**src/rtl/multdiv_sequencer_if.sv**
```systemverilog
// Execute-stage handshake between the pipeline and the iterative
// multiply/divide sequencer: request, operands, result and status flags.
interface multdiv_sequencer_if #(
  parameter int WIDTH = 32
);
  logic             start;
  logic             op;
  logic [WIDTH-1:0] operand_a;
  logic [WIDTH-1:0] operand_b;
  logic [WIDTH-1:0] result;
  logic             done;
  logic             busy;
  logic             stall_out;
  logic             mult_exception;
  logic             div_exception;

  // Pipeline side: issues requests and consumes results.
  modport master (
    output start, op, operand_a, operand_b,
    input  result, done, busy, stall_out, mult_exception, div_exception
  );

  // Sequencer side.
  modport slave (
    input  start, op, operand_a, operand_b,
    output result, done, busy, stall_out, mult_exception, div_exception
  );
endinterface

```
**src/rtl/multdiv_sequencer.sv**
```systemverilog
// Iterative signed multiply/divide unit. Operands are reduced to magnitudes
// on accept, a 32-step shift-add multiply or restoring divide runs in RUN,
// and the sign-corrected result plus exception flags are registered on the
// final step and presented for one cycle in DONE.
module multdiv_sequencer #(
  parameter int WIDTH = 32
) (
  input logic                clock,
  input logic                reset,
  multdiv_sequencer_if.slave bus
);

  typedef enum logic [1:0] {
    S_IDLE = 2'd0,
    S_RUN  = 2'd1,
    S_DONE = 2'd2
  } state_e;

  state_e           state_q;
  logic [4:0]       cnt_q;
  logic             op_q;
  logic             sign_q;
  logic [WIDTH-1:0] m_q;      // |a| for multiply, |b| (divisor) for divide
  logic [WIDTH-1:0] hi_q;     // product high half, or remainder
  logic [WIDTH-1:0] lo_q;     // multiplier/product low half, or quotient
  logic [WIDTH-1:0] result_q;
  logic             done_q;
  logic             busy_q;
  logic             mult_exc_q;
  logic             div_exc_q;

  logic [WIDTH-1:0]   a_mag;
  logic [WIDTH-1:0]   b_mag;
  logic [WIDTH:0]     add_sum;
  logic [WIDTH-1:0]   hi_mul_d;
  logic [WIDTH-1:0]   lo_mul_d;
  logic [WIDTH:0]     rem_shift;
  logic [WIDTH:0]     rem_diff;
  logic [WIDTH-1:0]   hi_div_d;
  logic [WIDTH-1:0]   lo_div_d;
  logic [WIDTH-1:0]   hi_d;
  logic [WIDTH-1:0]   lo_d;
  logic [2*WIDTH-1:0] prod;
  logic [2*WIDTH-1:0] prod_signed;
  logic [WIDTH-1:0]   quot_signed;
  logic               mult_ovf;

  // One iteration step of either algorithm plus the sign-fixed final values.
  always_comb begin
    // NOTE: every combinational output gets a default first so no path
    // through the block leaves it unassigned (which would infer a latch).
    a_mag     = bus.operand_a[WIDTH-1] ? -bus.operand_a : bus.operand_a;
    b_mag     = bus.operand_b[WIDTH-1] ? -bus.operand_b : bus.operand_b;

    // Shift-add multiply: 33-bit add into hi, then shift {carry,hi,lo} right.
    add_sum   = {1'b0, hi_q} + (lo_q[0] ? {1'b0, m_q} : '0);
    hi_mul_d  = add_sum[WIDTH:1];
    lo_mul_d  = {add_sum[0], lo_q[WIDTH-1:1]};

    // Restoring divide: shift {R,Q} left, keep R-|b| if it did not borrow.
    // R stays below |b| <= 2^31, so a 32-bit register plus the shifted-in
    // bit is enough to hold the 33-bit partial remainder.
    rem_shift = {hi_q, lo_q[WIDTH-1]};
    rem_diff  = rem_shift - {1'b0, m_q};
    hi_div_d  = rem_shift[WIDTH-1:0];
    lo_div_d  = {lo_q[WIDTH-2:0], 1'b0};
    if (!rem_diff[WIDTH]) begin
      hi_div_d = rem_diff[WIDTH-1:0];
      lo_div_d = {lo_q[WIDTH-2:0], 1'b1};
    end

    hi_d        = op_q ? hi_div_d : hi_mul_d;
    lo_d        = op_q ? lo_div_d : lo_mul_d;

    prod        = {hi_mul_d, lo_mul_d};
    prod_signed = sign_q ? -prod : prod;
    quot_signed = sign_q ? -lo_div_d : lo_div_d;
    // Signed product fits in 32 bits only if bits 63..31 are a pure sign run.
    mult_ovf    = (|prod_signed[2*WIDTH-1:WIDTH-1]) &&
                  !(&prod_signed[2*WIDTH-1:WIDTH-1]);
  end

  // Sequencing FSM with registered result, flags, done and busy.
  always_ff @(posedge clock or negedge reset) begin
    // NOTE: the datapath registers are reset along with control because
    // result and the flags are visible outputs that must read 0 after reset.
    if (!reset) begin
      state_q    <= S_IDLE;
      cnt_q      <= '0;
      op_q       <= 1'b0;
      sign_q     <= 1'b0;
      m_q        <= '0;
      hi_q       <= '0;
      lo_q       <= '0;
      result_q   <= '0;
      done_q     <= 1'b0;
      busy_q     <= 1'b0;
      mult_exc_q <= 1'b0;
      div_exc_q  <= 1'b0;
    end else begin
      // NOTE: non-blocking assignments so every register samples the
      // pre-edge values, independent of statement order.
      done_q <= 1'b0;
      unique case (state_q)
        S_IDLE, S_DONE: begin
          if (bus.start) begin
            op_q       <= bus.op;
            sign_q     <= bus.operand_a[WIDTH-1] ^ bus.operand_b[WIDTH-1];
            cnt_q      <= '0;
            hi_q       <= '0;
            result_q   <= '0;
            mult_exc_q <= 1'b0;
            div_exc_q  <= 1'b0;
            busy_q     <= 1'b1;
            if (bus.op) begin
              m_q  <= b_mag;
              lo_q <= a_mag;
            end else begin
              m_q  <= a_mag;
              lo_q <= b_mag;
            end
            if (bus.op && (bus.operand_b == '0)) begin
              state_q   <= S_DONE;
              done_q    <= 1'b1;
              div_exc_q <= 1'b1;
            end else begin
              state_q <= S_RUN;
            end
          end else if (state_q == S_DONE) begin
            state_q <= S_IDLE;
            busy_q  <= 1'b0;
          end
        end
        S_RUN: begin
          cnt_q <= cnt_q + 5'd1;
          hi_q  <= hi_d;
          lo_q  <= lo_d;
          if (cnt_q == 5'd31) begin
            state_q <= S_DONE;
            done_q  <= 1'b1;
            if (op_q) begin
              result_q <= quot_signed;
            end else begin
              result_q   <= prod_signed[WIDTH-1:0];
              mult_exc_q <= mult_ovf;
            end
          end
        end
        default: begin
          state_q <= S_IDLE;
          busy_q  <= 1'b0;
        end
      endcase
    end
  end

  assign bus.result         = result_q;
  assign bus.done           = done_q;
  assign bus.busy           = busy_q;
  assign bus.mult_exception = mult_exc_q;
  assign bus.div_exception  = div_exc_q;
  // Hold the pipeline from the request cycle through the last RUN cycle.
  assign bus.stall_out      = (bus.start && ((state_q == S_IDLE) || (state_q == S_DONE)))
                              || (state_q == S_RUN);

endmodule

```
**src/flat_wrapper.sv**
```systemverilog
// flat-port wrapper written by rule: the top's interface ports become plain ports
module multdiv_sequencer_flat 
#(
  parameter int WIDTH = 32
)
  (clock, reset, bus_start, bus_op, bus_operand_a, bus_operand_b, bus_result, bus_done, bus_busy, bus_stall_out, bus_mult_exception, bus_div_exception);
  multdiv_sequencer_if #(.WIDTH(WIDTH)) bus_i ();
  input logic clock;
  input logic reset;
  input wire logic [$bits(bus_i.start)-1:0] bus_start;
  input wire logic [$bits(bus_i.op)-1:0] bus_op;
  input wire logic [$bits(bus_i.operand_a)-1:0] bus_operand_a;
  input wire logic [$bits(bus_i.operand_b)-1:0] bus_operand_b;
  output wire logic [$bits(bus_i.result)-1:0] bus_result;
  output wire logic [$bits(bus_i.done)-1:0] bus_done;
  output wire logic [$bits(bus_i.busy)-1:0] bus_busy;
  output wire logic [$bits(bus_i.stall_out)-1:0] bus_stall_out;
  output wire logic [$bits(bus_i.mult_exception)-1:0] bus_mult_exception;
  output wire logic [$bits(bus_i.div_exception)-1:0] bus_div_exception;
  assign bus_i.start = bus_start;
  assign bus_i.op = bus_op;
  assign bus_i.operand_a = bus_operand_a;
  assign bus_i.operand_b = bus_operand_b;
  assign bus_result = bus_i.result;
  assign bus_done = bus_i.done;
  assign bus_busy = bus_i.busy;
  assign bus_stall_out = bus_i.stall_out;
  assign bus_mult_exception = bus_i.mult_exception;
  assign bus_div_exception = bus_i.div_exception;
  multdiv_sequencer #(.WIDTH(WIDTH)) u_core (.clock(clock), .reset(reset), .bus(bus_i));
endmodule
```
**config.mk**
```make
export PLATFORM = sky130hd
export DESIGN_NAME = multdiv_sequencer_flat
export DESIGN_NICKNAME = d
export VERILOG_FILES = /design/src/rtl/multdiv_sequencer_if.sv /design/src/rtl/multdiv_sequencer.sv /design/src/flat_wrapper.sv
export SDC_FILE = /design/constraint.sdc
export NUM_CORES = 1
export LEC_CHECK = 0
export CAP_MARGIN = 20
export CORE_AREA = 2 2 161 163
export CTS_CLUSTER_SIZE = 40
export DETAILED_ROUTE_END_ITERATION = 7
export DIE_AREA = 0 0 163 165
export DONT_BUFFER_PORTS = 1
export PLACE_DENSITY = 0.83
export SLEW_MARGIN = 10
export SYNTH_ARGS = -nofsm -noshare
export SYNTH_HDL_FRONTEND = slang
export SYNTH_SLANG_ARGS = --single-unit
export TNS_END_PERCENT = 1
```
**constraint.sdc**
```tcl
create_clock -name clock -period 16.7 [get_ports clock]
set_input_delay 5.01 -clock clock [delete_from_list [all_inputs] [get_ports clock]]
set_output_delay 5.01 -clock clock [all_outputs]
set_load 0.005 [all_outputs]
```
Yosys cells after proc, flatten, opt, wreduce, memory -nomap -nowiden
Index checks and enable logic that the tools add are counted.

word-level totals
  bits in registers = 141
  latch bits = 0
  bits in writable memories = 0
  memory bits (read-only) = 0
  bits of input ports = 68
  output and inout bits = 37
  logic and storage cells = 82
  memories = 0

operators by class
  add/subtract/negate cells = 7
  multiply operators = 0
  divide/modulo/power cells = 0
  $lt $le $gt $ge = 0
  equal/unequal tests = 7
  shift operators = 0
  mux-type cells = 36
  bitwise gates (word level) = 2
  reductions and logical operators = 18

operators with widths
  cell                                                    count
  two-way mux 32 bit                                      13
  case mux 32 bit (2 select lines)                        3
  negator 32 bit                                          3
  two-way mux 64 bit                                      1
  negator 64 bit                                          1
  adder 32 x 33 -> 33 bit                                 1
  AND reduction 33 bit                                    1
  OR reduction 33 bit                                     1
  subtractor 33 x 32 -> 33 bit                            1
  zero test 32 bit                                        1
  case mux 5 bit (2 select lines)                         1
  two-way mux 1 bit                                       9
  two-way mux 2 bit                                       4
  AND reduction 2 bit                                     4
  case mux 1 bit (2 select lines)                         3
  adder 5 x 1 -> 5 bit (second input constant)            1
  equality test 5 bit (second input constant)             1
  two-way mux 5 bit                                       1
  inequality test 2 bit (second input constant)           2
  case mux 2 bit (2 select lines)                         1
  AND reduction 4 bit                                     1
  logical AND 1 bit                                       3
  inequality test 3 x 2 -> 1 bit (second input constant)  1
  AND reduction 3 bit                                     1
  10 further kinds                                        11

Logic depth before layout (Yosys ltp)
Gate-level depths: netlist (run 1).

  depth in word-level cells = 10
  gate-level depth with buffers = 27
  gate-level depth less buffers = 24

Least setup slack after synthesis (run 1)
Ideal clock, no wire load.

  path type = input -> output
  start point = in bus_start
  end point = out bus_stall_out
  arrival time = 5,848 ps
  required time = 11,690 ps
  path slack = 5,842 ps
  stages = 5
  cell sequence = nor2b_1 > clkbuf_1 > nor2_1 > inv_1 > clkbuf_1

between the ends
  cells in the longest elaborated chain, start to end = 2

RTL lines
  element            line                      RTL
  start, declared    flat_wrapper.sv:10        input wire logic [$bits(bus_i.start)-1:0] bus_start;
  logical AND 1 bit  multdiv_sequencer.sv:163  assign bus.stall_out = (bus.start && ((state_q == S_IDLE) || (state_q == S_DONE)))
  logical OR 1 bit   multdiv_sequencer.sv:164  || (state_q == S_RUN);
  end, declared      flat_wrapper.sv:17        output wire logic [$bits(bus_i.stall_out)-1:0] bus_stall_out;

Every way passes these cells.

Worst setup path in the final report (run 1)
Ends and elaborated chain as after synthesis.

==> impl_metrics.tcl, run 1 <==
set metrics [dict create \
    grt_pass1_vias 14000 \
    syn_area_um2 14800 \
    max_slew_margin_pct 23.2 \
    detail-route-antenna-nets 0 \
    initialDrtViolationCount 1443 \
    multiInputGateArea_um2 10500 \
    cts_tree "done" \
    nNetsFinal 1978 \
    worst_slew_pin_slew_ns 1.15 \
    htreeDepth 4 \
    synth-seq-area-share_pct 23.8 \
    ys_types 82 \
    tns_ns 0 \
    clk_pin_slew_ns 0.06 \
    cp.required_ns 11.69 \
    p_int_uw 1870 \
    p_per_area_nw_per_um2 262 \
    clkPwrFrac_pct 9.4 \
    regArea_um2 3530 \
    die_h_um 165 \
    clk_path_buf_depth 2 \
    antenna_found_initial 3 \
    total_power_uw 4040 \
    wl_mm 45.6 \
    num_rows 58 \
    r2r-end "u_core.bus.mult_exception$_DFFE_PN0P_" \
    crit_path_max_fanout 60 \
    drc 0 \
    swShare_pct 53.7 \
    finalClockSkew_ns 0.0184 \
    setup_viol 0 \
    p_seq_share_pct 19.2 \
    max-cap-violations 0 \
    hold_end "u_core.m_q[18]$_DFFE_PN0P_" \
    cp.arrival_ns 6.24 \
    critPathKind "input port to output port" \
    place_congestion 0.939 \
    grt_use_total_pct 34.0 \
    fill_cells 2192 \
    synthCells 1949 \
    reg2reg_from "u_core.lo_q[0]$_DFFE_PN0P_" \
    place_area_um2 14800 \
    die_area_um2 26900 \
    ir_worst_vdd_uv 121 \
    vias 15000 \
    holdPathStages 2 \
    synth_largest_area_cell "dfrtp_1" \
    grt_pass1_wl_mm 73.2 \
    rsz0062_at_grt "no" \
    worst_hold_path_type "register to register" \
    cp-startpoint "bus_start" \
    leakagePower_uw 0.00640 \
    initial_core_util_pct 59.2 \
    dp_hpwl_mm 33.5 \
    cts_sinks 141 \
    via_per_inst 6.86 \
    period_needed_ns 11.25 \
    critical_path.startpoint_type "input port" \
    synth_ff_type "dfrtp_1" \
    ctsHoldBuffers 0 \
    status "completed" \
    ys_ff_latch 141 \
    maxSlewViolCount 0 \
    cts_resized 0 \
    finalCritPeriodShare_pct 67.4 \
    port_buffers 0 \
    synth_edf_count 0 \
    r2r_slack_ns 10.38 \
    io_pins 105 \
    min_from "u_core.m_q[18]$_DFFE_PN0P_" \
    area_growth_pct 4.09 \
    gr-total-overflow 0 \
    yosys.area.top_type_share_pct 23.8 \
    drt_pass1_iterations 6 \
    p_sw_uw 2170 \
    post_drt_wl_per_cell_um 20.9 \
    grt_max_degree 142 \
    n_antenna_cell 0 \
    reg2regPathDepth 18 \
    synth_fp_nets 2089 \
    fmax_ghz 0.0889 \
    dieWidth_um 163 \
    syn_avg_cell_area_um2 7.60 \
    synth_area_leaders "dfrtp_1, o21ai_0, ha_1, a21oi_1, xnor2_1" \
    cts_root_buf "clkbuf_16" \
    end_kind "output port" \
    drive_gt1_share_pct 6.37 \
    yosysWarningCount 0 \
    post_cts_buffers 0 \
    combPwrFrac_pct 71.4 \
    final_area_um2 15400 \
    hold_viol 0 \
    synth_async_sr_flop_share_pct 100 \
    insertion_delay_ns 0.44 \
    coreArea_um2 25000 \
    cts_made_buffers 17 \
]
==> routing by layer <==
layer  vias to the layer above  GRT usage (%)  share of wire (%)
met1                      7100           46.6                 42
met4                         4           13.2                3.2
li1                       6950              -                  -
met3                       129           8.54                 11
met2                       772           51.5                 44
met5                         -              0              0.064
==> worst max path at each step <==
| stage | to | slack, ns |
|---|---|---|
| 6_report | bus_stall_out | 5.45 |
| 5_1_grt | bus_stall_out | 5.38 |
| 4_1_cts | bus_stall_out | 5.52 |
| 3_5_place_dp | bus_stall_out | 5.51 |
| 3_3_place_gp | bus_stall_out | 5.55 |
| 2_1_floorplan | bus_stall_out | 5.84 |
==> area by class of cell <==
| cell class | instances | share of cell area [%] |
|---|---|---|
| multi-input cells | 1594 | 68.0 |
| flip-flops and latches | 141 | 22.9 |
| clock buffers | 19 | 2.87 |
| well taps | 330 | 2.68 |
| inverters | 70 | 1.70 |
| repair buffers | 14 | 0.941 |
| clock inverters | 13 | 0.844 |
==> Yosys cell counts, drive strengths merged, types with 41 or more instances <==
cell type and count:
a21o 50, a21oi 162, clkbuf 121, dfrtp 141
ha 70, inv 70, mux2i 48, nand2 193
nand3 55, nor2 135, o21ai 204, o31ai 41
xnor2 85, xor2 74
==> placed cells by master, fill, tap and decap left out, types with 12 or more instances in the layout <==
cell type,synthesis,final
o21ai_0,203,203
a22oi_1,14,14
nand2b_1,17,16
nor3_1,28,28
inv_1,70,70
buf_4,0,12
a31oi_1,15,15
or3_1,18,18
or2_2,16,16
a21o_1,50,50
nor4_1,21,21
nand4_1,14,14
mux2_2,25,25
xor2_1,74,73
xnor2_1,85,85
nand2_1,193,193
a211oi_1,35,35
mux2i_1,48,48
o21a_1,15,15
o31ai_1,41,41
clkbuf_16,0,17
a21oi_1,162,162
o41ai_1,13,13
and3_1,21,21
dfrtp_1,141,139
ha_1,70,70
o211ai_1,34,34
nor2_1,135,134
nand3_1,55,55
o22ai_1,20,20
or4_1,19,19
==> cells by family after synthesis <==
group / share of synthesized area [%]
compound gates: 29.5
simple gates: 20.2
buf+inv: 5.58
xor+xnor: 9.40
flops: 23.8
mux: 5.30
fa+ha+maj: 6.18
==> critical path, stage by stage <==
cell and delay [ns]:
nor2b_4 0.10, buf_4 0.50, nor2_2 0.09, inv_1 0.53
==> sequential cells by signal, indices dropped and copies added, names as in the netlist <==
signal                     flops
u_core.sign_q                  1
u_core.op_q                    1
u_core.state_q                 2
u_core.bus.result             32
u_core.hi_q                   32
u_core.bus.done                1
u_core.cnt_q                   5
u_core.bus.mult_exception      1
u_core.m_q                    32
u_core.bus.div_exception       1
u_core.bus.busy                1
u_core.lo_q                   32
==> power groups by stage <==
stage / combinational, µW / sequential [µW] / clock, µW
after detailed placement: 2780 / 765 / 0
after global placement: 2680 / 755 / 0
after CTS: 2800 / 760 / 380
after floorplan: 2310 / 601 / 0
after global routing: 3170 / 789 / 396
final: 2890 / 776 / 379
==> stage by stage <==
stage,setup slack (ns),utilization [%],instances,hold WS [ns]
3_3_place_gp,5.55,59.1,2146,0.463
3_5_place_dp,5.51,59.1,2146,0.474
4_1_cts,5.52,61.3,2178,0.488
6_report,5.45,61.6,2181,0.488
5_1_grt,5.38,61.6,2181,0.518
2_1_floorplan,5.84,-,1949,0.449
No activity file was read; power rests on OpenSTA's default activity.
==> inputs of run 2 (changes only) <==
- clock period: 16.7 -> 10.6 ns (I/O delays scaled with it)
==> impl_metrics.tcl, run 2 (synthesis results as in run 1) <==
set metrics [dict create \
    coreArea_um2 25000 \
    dieWidth_um 163 \
    detail-route-antenna-nets 0 \
    post_drt_wl_per_cell_um 20.2 \
    worst_slew_pin_slew_ns 1.05 \
    port_buffers 0 \
    worst_hold_path_type "register to register" \
    p_per_area_nw_per_um2 411 \
    wl_mm 44.1 \
    place_congestion 0.926 \
    clk_pin_slew_ns 0.07 \
    via_per_inst 6.82 \
    area_growth_pct 3.88 \
    critical_path.startpoint_type "input port" \
    initial_core_util_pct 59.2 \
    ir_worst_vdd_uv 271 \
    antenna_found_initial 1 \
    tns_ns 0 \
    fmax_ghz 0.127 \
    fill_cells 2188 \
    n_antenna_cell 0 \
    clk_path_buf_depth 2 \
    finalCritPeriodShare_pct 74.1 \
    status "completed" \
    grt_max_degree 142 \
    initialDrtViolationCount 1758 \
    final_area_um2 15400 \
    io_pins 105 \
    cts_root_buf "clkbuf_16" \
    drt_pass1_iterations 6 \
    finalClockSkew_ns 0.0144 \
    critPathKind "input port to output port" \
    cts_resized 0 \
    grt_pass1_wl_mm 70.7 \
    gr-total-overflow 0 \
    cts_tree "done" \
    setup_viol 0 \
    insertion_delay_ns 0.44 \
    r2r_slack_ns 3.79 \
    max-cap-violations 0 \
    hold_viol 0 \
    max_slew_margin_pct 28.9 \
    maxSlewViolCount 0 \
    final_cell_mix "o21ai_0, nand2_1, a21oi_1" \
    mostFrequentLayoutCell "o21ai_0" \
    cp.arrival_ns 4.68 \
    rsz0062_at_grt "no" \
    nNetsFinal 1976 \
    die_area_um2 26900 \
    post_cts_buffers 0 \
    cts_sinks 141 \
    htreeDepth 4 \
    drive_gt1_share_pct 6.27 \
    period_needed_ns 7.86 \
    die_h_um 165 \
    num_rows 58 \
    place_area_um2 14800 \
    crit_path_max_fanout 60 \
    drc 0 \
    grt_pass1_vias 13600 \
    end_kind "output port" \
    cp.required_ns 7.42 \
    dp_hpwl_mm 32.4 \
    ctsHoldBuffers 0 \
    vias 14900 \
    grt_use_total_pct 32.8 \
    leakagePower_uw 0.00638 \
    cts_made_buffers 17 \
]
## run 2: metrics by stage
step | hold WS [ns] | total power [µW] | utilization [%] | setup WS, ns | std cells
after floorplan | 0.449 | 4580 | - | 3.40 | 1949
after global placement | 0.462 | 5380 | 59.1 | 2.80 | 2146
after detailed placement | 0.471 | 5530 | 59.1 | 2.79 | 2146
after CTS | 0.484 | 6190 | 61.4 | 2.79 | 2178
after global routing | 0.499 | 6810 | 61.5 | 2.64 | 2179
final | 0.482 | 6320 | 61.5 | 2.74 | 2179
## run 2: final timing paths
| check | startpoint | to | cells after the start |
|---|---|---|---|
| min in group asynchronous | reset | u_core.bus.result[12]$_DFFE_PN0P_ | 0 |
| worst max register to register | u_core.lo_q[0]$_DFFE_PN0P_ | u_core.bus.mult_exception$_DFFE_PN0P_ | 16 |
| worst min-delay path | u_core.m_q[31]$_DFFE_PN0P_ | u_core.m_q[31]$_DFFE_PN0P_ | 2 |
| max in group asynchronous | reset | u_core.hi_q[17]$_DFFE_PN0P_ | 0 |
| worst max-delay path | bus_start | bus_stall_out | 5 |
| worst min register to register | u_core.m_q[31]$_DFFE_PN0P_ | u_core.m_q[31]$_DFFE_PN0P_ | 2 |
## run 2: final cells by class
class,instances,area (µm²),share of cell area [%]
clock buffer,19,443,2.88
clock inverter,13,155,1.01
inverter,70,263,1.71
multi-input combinational,1594,10500,68.2
sequential,141,3530,23.0
tap,330,413,2.68
timing repair buffer,12,90.1,0.585
## run 2: worst max-delay path, cell delays in order
cell,delay [ns]
nor2b_4,0.10
buf_4,0.50
nor2_2,0.05
buf_4,0.30
inv_1,0.53
## run 2: routing by layer
metal	vias to the layer above	part of all wire (%)	GRT usage (%)
met2	807	43	49.5
met4	0	3.2	11.9
met1	7017	43	46.1
met5	-	0	0
li1	6928	-	-
met3	117	11	7.16
## run 2: power breakdown
part	switching, µW	leakage (µW)	internal (µW)	total, µW
registers	423	0.00173	800	1220
clock network	263	0.000283	358	622
logic	2670	0.00436	1800	4480
